$ cat src/rtl/codeword_serializer.sv
// codeword_serializer: takes one parallel codeword per valid/ready handshake and shifts it
// out LSB first, one bit per consumed beat, flagging the first and last beat of each frame.
// Width codes: 2'b00 = 8 bits, 2'b01 = 16, 2'b10 = 32, 2'b11 = reserved (word dropped).
// Optional feature: define CODEWORD_SERIALIZER_PARITY_EN to append an even-parity beat.
module codeword_serializer #(
    parameter int unsigned DATA_W = 32
) (
    input  logic              clk,
    input  logic              rst_n,
    input  logic [1:0]        cw_width,
    input  logic [DATA_W-1:0] cw_in,
    input  logic              cw_valid,
    output logic              cw_ready,
    output logic              ser_data,
    output logic              ser_valid,
    input  logic              ser_ready,
    output logic              ser_first,
    output logic              ser_last,
    output logic              err_width
);

`ifdef CODEWORD_SERIALIZER_PARITY_EN
    typedef enum logic [1:0] {StIdle, StShift, StParity} state_e;
`else
    typedef enum logic [1:0] {StIdle, StShift} state_e;
`endif

    state_e            state_q, state_d;
    logic [DATA_W-1:0] shift_q, shift_d;
    logic [4:0]        cnt_q, cnt_d;
    logic              first_q, first_d;
    logic              last_q, last_d;
    logic              err_q, err_d;
`ifdef CODEWORD_SERIALIZER_PARITY_EN
    logic              parity_q, parity_d;
`endif

    logic              accept;
    logic              reserved;
    logic              last_done;
    logic [DATA_W-1:0] load_mask;
    logic [4:0]        load_cnt;

    assign reserved  = (cw_width == 2'b11);
    assign last_done = last_q && ser_ready;
    assign cw_ready  = (state_q == StIdle) || last_done;
    assign accept    = cw_valid && cw_ready;

    assign ser_data  = shift_q[0];
    assign ser_valid = (state_q != StIdle);
    assign ser_first = first_q;
    assign ser_last  = last_q;
    assign err_width = err_q;

    // Decode the width code into a load mask and the initial bit counter value.
    always_comb begin
        load_mask = '0;
        load_cnt  = '0;
        unique case (cw_width)
            2'b00: begin
                load_mask = DATA_W'(32'h0000_00FF);
                load_cnt  = 5'd7;
            end
            2'b01: begin
                load_mask = DATA_W'(32'h0000_FFFF);
                load_cnt  = 5'd15;
            end
            2'b10: begin
                load_mask = '1;
                load_cnt  = 5'd31;
            end
            default: begin
                load_mask = '0;
                load_cnt  = '0;
            end
        endcase
    end

    // Next-state: shift on consumed beats, end/reload on the last beat, load on accept.
    always_comb begin
        state_d  = state_q;
        shift_d  = shift_q;
        cnt_d    = cnt_q;
        first_d  = first_q;
        last_d   = last_q;
        err_d    = 1'b0;
`ifdef CODEWORD_SERIALIZER_PARITY_EN
        parity_d = parity_q;
`endif

        unique case (state_q)
            StIdle: begin
            end
            StShift: begin
                if (ser_ready && !last_q) begin
`ifdef CODEWORD_SERIALIZER_PARITY_EN
                    if (cnt_q == 5'd0) begin
                        // Data bits exhausted: present the precomputed parity beat.
                        state_d = StParity;
                        shift_d = {{(DATA_W-1){1'b0}}, parity_q};
                        first_d = 1'b0;
                        last_d  = 1'b1;
                    end else begin
                        shift_d = shift_q >> 1;
                        cnt_d   = cnt_q - 5'd1;
                        first_d = 1'b0;
                        last_d  = 1'b0;
                    end
`else
                    shift_d = shift_q >> 1;
                    cnt_d   = cnt_q - 5'd1;
                    first_d = 1'b0;
                    last_d  = (cnt_q == 5'd1);
`endif
                end
            end
`ifdef CODEWORD_SERIALIZER_PARITY_EN
            StParity: begin
            end
`endif
            default: state_d = StIdle;
        endcase

        if (last_done) begin
            state_d = StIdle;
            shift_d = '0;
            cnt_d   = '0;
            first_d = 1'b0;
            last_d  = 1'b0;
        end

        // Accept only happens in idle or on a consumed last beat, so it overrides the above.
        if (accept) begin
            if (reserved) begin
                err_d = 1'b1;
            end else begin
                state_d  = StShift;
                shift_d  = cw_in & load_mask;
                cnt_d    = load_cnt;
                first_d  = 1'b1;
                last_d   = 1'b0;
`ifdef CODEWORD_SERIALIZER_PARITY_EN
                parity_d = ^(cw_in & load_mask);
`endif
            end
        end
    end

    // State and datapath registers with synchronous active-low reset.
    always_ff @(posedge clk) begin
        if (!rst_n) begin
            state_q  <= StIdle;
            shift_q  <= '0;
            cnt_q    <= '0;
            first_q  <= 1'b0;
            last_q   <= 1'b0;
            err_q    <= 1'b0;
`ifdef CODEWORD_SERIALIZER_PARITY_EN
            parity_q <= 1'b0;
`endif
        end else begin
            state_q  <= state_d;
            shift_q  <= shift_d;
            cnt_q    <= cnt_d;
            first_q  <= first_d;
            last_q   <= last_d;
            err_q    <= err_d;
`ifdef CODEWORD_SERIALIZER_PARITY_EN
            parity_q <= parity_d;
`endif
        end
    end

endmodule

$ cat config.mk
export PLATFORM = sky130hd
export DESIGN_NAME = codeword_serializer
export DESIGN_NICKNAME = d
export VERILOG_FILES = /design/src/rtl/codeword_serializer.sv
export SDC_FILE = /design/constraint.sdc
export NUM_CORES = 1
export LEC_CHECK = 0
export BUFFER_PORTS_ARGS = -buffer_cell sky130_fd_sc_hd__clkbuf_2
export CAP_MARGIN = 20
export CORE_UTILIZATION = 33
export CTS_BUF_LIST = sky130_fd_sc_hd__clkbuf_4 sky130_fd_sc_hd__clkbuf_8 sky130_fd_sc_hd__clkbuf_16
export CTS_CLUSTER_DIAMETER = 150
export DETAILED_ROUTE_END_ITERATION = 10
export HOLD_SLACK_MARGIN = 0.15
export PLACE_DENSITY_LB_ADDON = 0.2
export SYNTH_ARGS = -nofsm -noshare
export SYNTH_HDL_FRONTEND = slang
export SYNTH_SLANG_ARGS = --single-unit
$ cat constraint.sdc
create_clock -name clk -period 3.2 [get_ports clk]
set_clock_uncertainty 0.05 [all_clocks]
set_input_delay 0.32 -clock clk [delete_from_list [all_inputs] [get_ports clk]]
set_output_delay 0.32 -clock clk [all_outputs]
set_load 0.05 [all_outputs]
After elaboration in Yosys (flattened, before gate mapping)
Cells that the tools add are included.

Register bits after elaboration: 42. Logic and storage cells: 50. Output and inout port bits: 6.

Add/sub/neg operators: 1. Bitwise gates (word level): 1. Reductions and logical operators: 10. Equality and inequality tests: 5. Mux-type cells: 27.

Operators with widths (number): 2-to-1 mux 32 bit (5); case mux 32 bit (3 select lines) (1); AND 32 bit (1); 2-to-1 mux 5 bit (5); case mux 5 bit (3 select lines) (1); 2-to-1 mux 1 bit (11); 2-to-1 mux 2 bit (4); equality test 5 x 1 -> 1 bit, second input constant (1); subtractor 5 x 1 -> 5 bit, second input constant (1); equality test 2 x 1 -> 1 bit, second input constant (2); equality test 2 bit, second input constant (2); logical NOT 2 bit (2); logical AND 1 bit (3); AND reduction 2 bit (1); nonzero test 2 bit (1); OR reduction 2 bit (1); logical NOT 1 bit (1); logical OR 1 bit (1).

Logic depth before layout (Yosys ltp)
Depth in word-level cells: 7. Gate-level depth with buffers: 7. Mapped depth without buffers: 5.

Worst setup path after synthesis
Ideal clock, no wire load.

Path kind: register to register. Start: reg last_q (netlist: ser_last). End: reg shift_q[16]. Arrival: 1.745 ns. Buffers on the path: 2. Clock period less this slack: 1.863 ns. Path slack: 1.337 ns. Setup time: 0.068 ns. Data required time: 3.082 ns. Cell stages (with the launch flop): 6. Cells stage by stage: dfxtp_1 > o2bb2ai_2 > and2_1 > buf_6 > buf_12 > o2bb2ai_2.

Elaborated cells between the ends (all ways): 10.

RTL lines: from (decl) (line 32) `logic last_q, last_d;`; from (signal assigned) (line 166) `last_q <= last_d;`; logical AND 1 bit (line 45) `assign last_done = last_q && ser_ready;`; logical OR 1 bit (line 46) `assign cw_ready = (state_q == StIdle) || last_done;`; via cw_ready (line 13) `output logic cw_ready,`; logical AND 1 bit (line 47) `assign accept = cw_valid && cw_ready;`; 2-to-1 mux 32 bit (line 133) `if (accept) begin`; to (signal assigned) (line 163) `shift_q <= shift_d;`; to (decl) (line 29) `logic [DATA_W-1:0] shift_q, shift_d;`.

The timed path passes the listed nets, and every way through them passes these cells. A chain may end at the register's enable or synchronous reset.

Final worst setup path
Start: reg last_q (netlist: ser_last). End: reg shift_q[28].

Cells in the longest elaborated chain, start to end: 7. Elaborated cells between the ends (all ways): 10.

RTL lines: logical NOT 1 bit (line 95) `if (ser_ready && !last_q) begin`; logical AND 1 bit (line 95); 2-to-1 mux 32 bit (line 95); 2-to-1 mux 32 bit (line 91) `unique case (state_q)`; 2-to-1 mux 32 bit (line 124) `if (last_done) begin`; 2-to-1 mux 32 bit (line 134) `if (reserved) begin`; 2-to-1 mux 32 bit * (line 133).

Mark *: on every way between the ends. The rest lies on a longest branch, timed or not.

==> impl_results.md <==
- Via count: 1393
- Fillers: 598
- Final count of hold timing violations: 0
- Area of the multi-input gates: 1090 µm²
- Setup TNS: 0 ns
- Flop pwr share: 54.5%
- WHS Path Cells: 2
- Status: complete, no violations
- Core Region: 6060 µm²
- HP Class: input pin to flop
- Area occupied by registers: 841 µm²
- CTS root buf: clkbuf_8
- Synth-to-Final Area Change: 10.5%
- Antenna diode count: 0
- Sw power: 255 µW
- Startpoint types: flop
- Fraction of registers with async set/reset: 0%
- Vias per cell: 4.90
- Crit path cell chain: nand4bb_2 -> buf_4 -> mux2i_1 -> o2bb2ai_2
- Vias in the first global route: 1343
- Most frequent cell after synthesis: dfxtp_1
- Yosys top cell area share: 39.5%
- TritonCTS Buffers: 5
- Buf/Inv on CP: 1
- Nets@finish: 251
- Dominant cell type by area after synthesis: dfxtp_1
- Total iterations of the first detailed-routing run: 4
- Skew-Pair Late Insertion Delay: 0.29 ns
- Main synth FF type: dfxtp_1
- CP Data Required Time: 3.33 ns
- Critical Path Max Stage Delay: 0.49 ns
- Post-DRT Antenna Nets: 0
- Synth Cell Area: 2130 µm²
- Post-synthesis sequential area ratio: 39.5%
- GRT overflow: 0
- Switch share: 25.1%
- Leak pwr: 0.00109 µW
- Setup crit end kind: flop
- Initial antenna violation count: 0
- Number of cell rows: 28
- Worst R2R Setup Slack: 1.31 ns
- Top post-synthesis cells by area: dfxtp_1, mux2i_1, o2bb2ai_2, o2bb2ai_1, buf_12
- Combinational share of power: 12.0%
- Arr. time, crit path: 2.01 ns
- Fmax: 0.530 GHz
- Final worst path period share: 58.9%
- Die H: 82.3 µm
- CTS clk-pin slew, worst paths: 0.08 ns
- First-pass GRT wire length: 5.97 mm
- Post-synth EDFFs: 0
- 1st-iter DRT viols: 43
- Post-CTS setup buffer count: 0
- TritonCTS Sinks: 42
- Post-CTS Hold Buffers: 0
- Cells on worst reg2reg path: 4
- Final Power: 1020 µW
- Count of different cell masters after synthesis: 41
- Pin count of the biggest net entering global routing: 34
- Worst-margin pin slew: 0.884 ns
- CTS tree: done
- Syn_nets: 212
- Drt wl/cell: 13.4 µm
- Crit. path cell count: 4
- P_int: 760 µW
- DRC errors left: 0
- Endpoints failing setup: 0
- Synth cell count leaders: dfxtp_1, mux2i_1, o2bb2ai_2
- Synthesized netlist cell count: 170
- Warnings, synthesis: 0
- Clk buf depth: 2
- H-tree levels: 2
- Synthesized flop and latch total: 42
- Max Cap Viol: 0
- RSZ-0062 raised after global routing: no
- Initial Util: 35.1%
- Port buffer count: 43
- Critical-path top delay cell: dfxtp_1
- IO Pins: 44
- Clock share of power: 33.5%
- DP HPWL: 2.74 mm
- DRT Wirelength: 3.81 mm
- Overall Global Routing Usage: 11.7%
- Die area: 6770 µm²
- Crit path max-delay family: flip-flops
- Routability cong.: 0.681
- Layout cells sized above 1: 35.9%
- Peak supply drop: 0.202 mV
- Final worst path period need: 1.89 ns
- Synth Area per Inst: 12.5 µm²
- Relative slew margins: 41.0%
- Worst-path maximum fanout: 25
- Fin. max-slew vios: 0
- Crit path kind: flop to flop
- Resize count post-CTS: 0
- Die X: 82.3 µm
- PwrDens: 432 nW/µm²
## per-stage QoR
| stage | setup WS, ns | hold WS [ns] | utilization (%) | std cells | instance area, µm² |
|---|---|---|---|---|---|
| floorplan | 1.34 | 0.378 | - | 170 | 2130 |
| global placement | 1.22 | 0.404 | 37.4 | 277 | 2270 |
| detailed placement | 1.20 | 0.411 | 37.4 | 277 | 2270 |
| CTS | 1.27 | 0.165 | 38.8 | 284 | 2350 |
| global route | 1.18 | 0.170 | 38.8 | 284 | 2350 |
| finish | 1.31 | 0.176 | 38.8 | 284 | 2350 |
## placed cells by master, fill, tap and decap left out, drive strengths merged
cell type,count
o2bb2ai,33
a22oi,2
and2b,1
dfxtp,42
and4b,1
and2,2
nand4bb,1
and3,1
clkbuf,50
and4bb,2
inv,5
mux2i,31
o41ai,1
nand3b,2
a21o,1
nand2,9
buf,1
a31o,2
and4,1
nand3,1
conb,1
or2,1
o211ai,1
ha,4
xnor2,1
a41oi,1
a31oi,2
a21boi,3
nand4,1
or4b,1
nand4b,1
nor2,2
nor4,1
## registers in the layout, summed over array words and instances (netlist names)
| register | flops |
|---|---|
| shift_q | 32 |
| err_width | 1 |
| ser_first | 1 |
| ser_last | 1 |
| state_q | 2 |
| cnt_q | 5 |
## area by class of cell
cell class              instances  area share, %
repair buffers                 44           9.47
inverters                       5          0.798
multi-input cells             111           46.4
clock buffers                   7           3.57
flip-flops and latches         42           35.8
well taps                      75           3.99
## metal layers
metal	GRT usage, %	wire (µm)	share of wire, %
met1	14.9	1900	50
met2	18.3	1650	43
met3	4.18	213	5.6
met4	3.68	39	1.0
met5	0	0	0
## logic make-up (layout without fill, tap and decap cells)
family          Yosys count  after routing  synth area share, %
fa+ha+maj                 4              4                 2.35
flops                    42             42                 39.5
simple gates             28             28                 9.41
xor+xnor                  1              1                0.412
buf+inv                  17             56                 9.41
mux                      31             31                 14.6
other cells               1              1                0.176
compound gates           46             46                 24.1
## final timing paths
kind,startpoint,end
max,ser_last,shift_q[28]
min,cw_in[5],shift_q[5]
max reg2reg,ser_last,shift_q[28]
min reg2reg,ser_first,ser_first
## power groups by stage
| stage | sequential (µW) | clock [µW] | combinational [µW] |
|---|---|---|---|
| 6_report | 553 | 340 | 122 |
| 5_1_grt | 555 | 376 | 134 |
| 4_1_cts | 553 | 355 | 125 |
| 3_5_place_dp | 565 | 0 | 125 |
| 3_3_place_gp | 565 | 0 | 124 |
| 2_1_floorplan | 568 | 0 | 90.6 |
No activity file was read; power rests on OpenSTA's default activity.
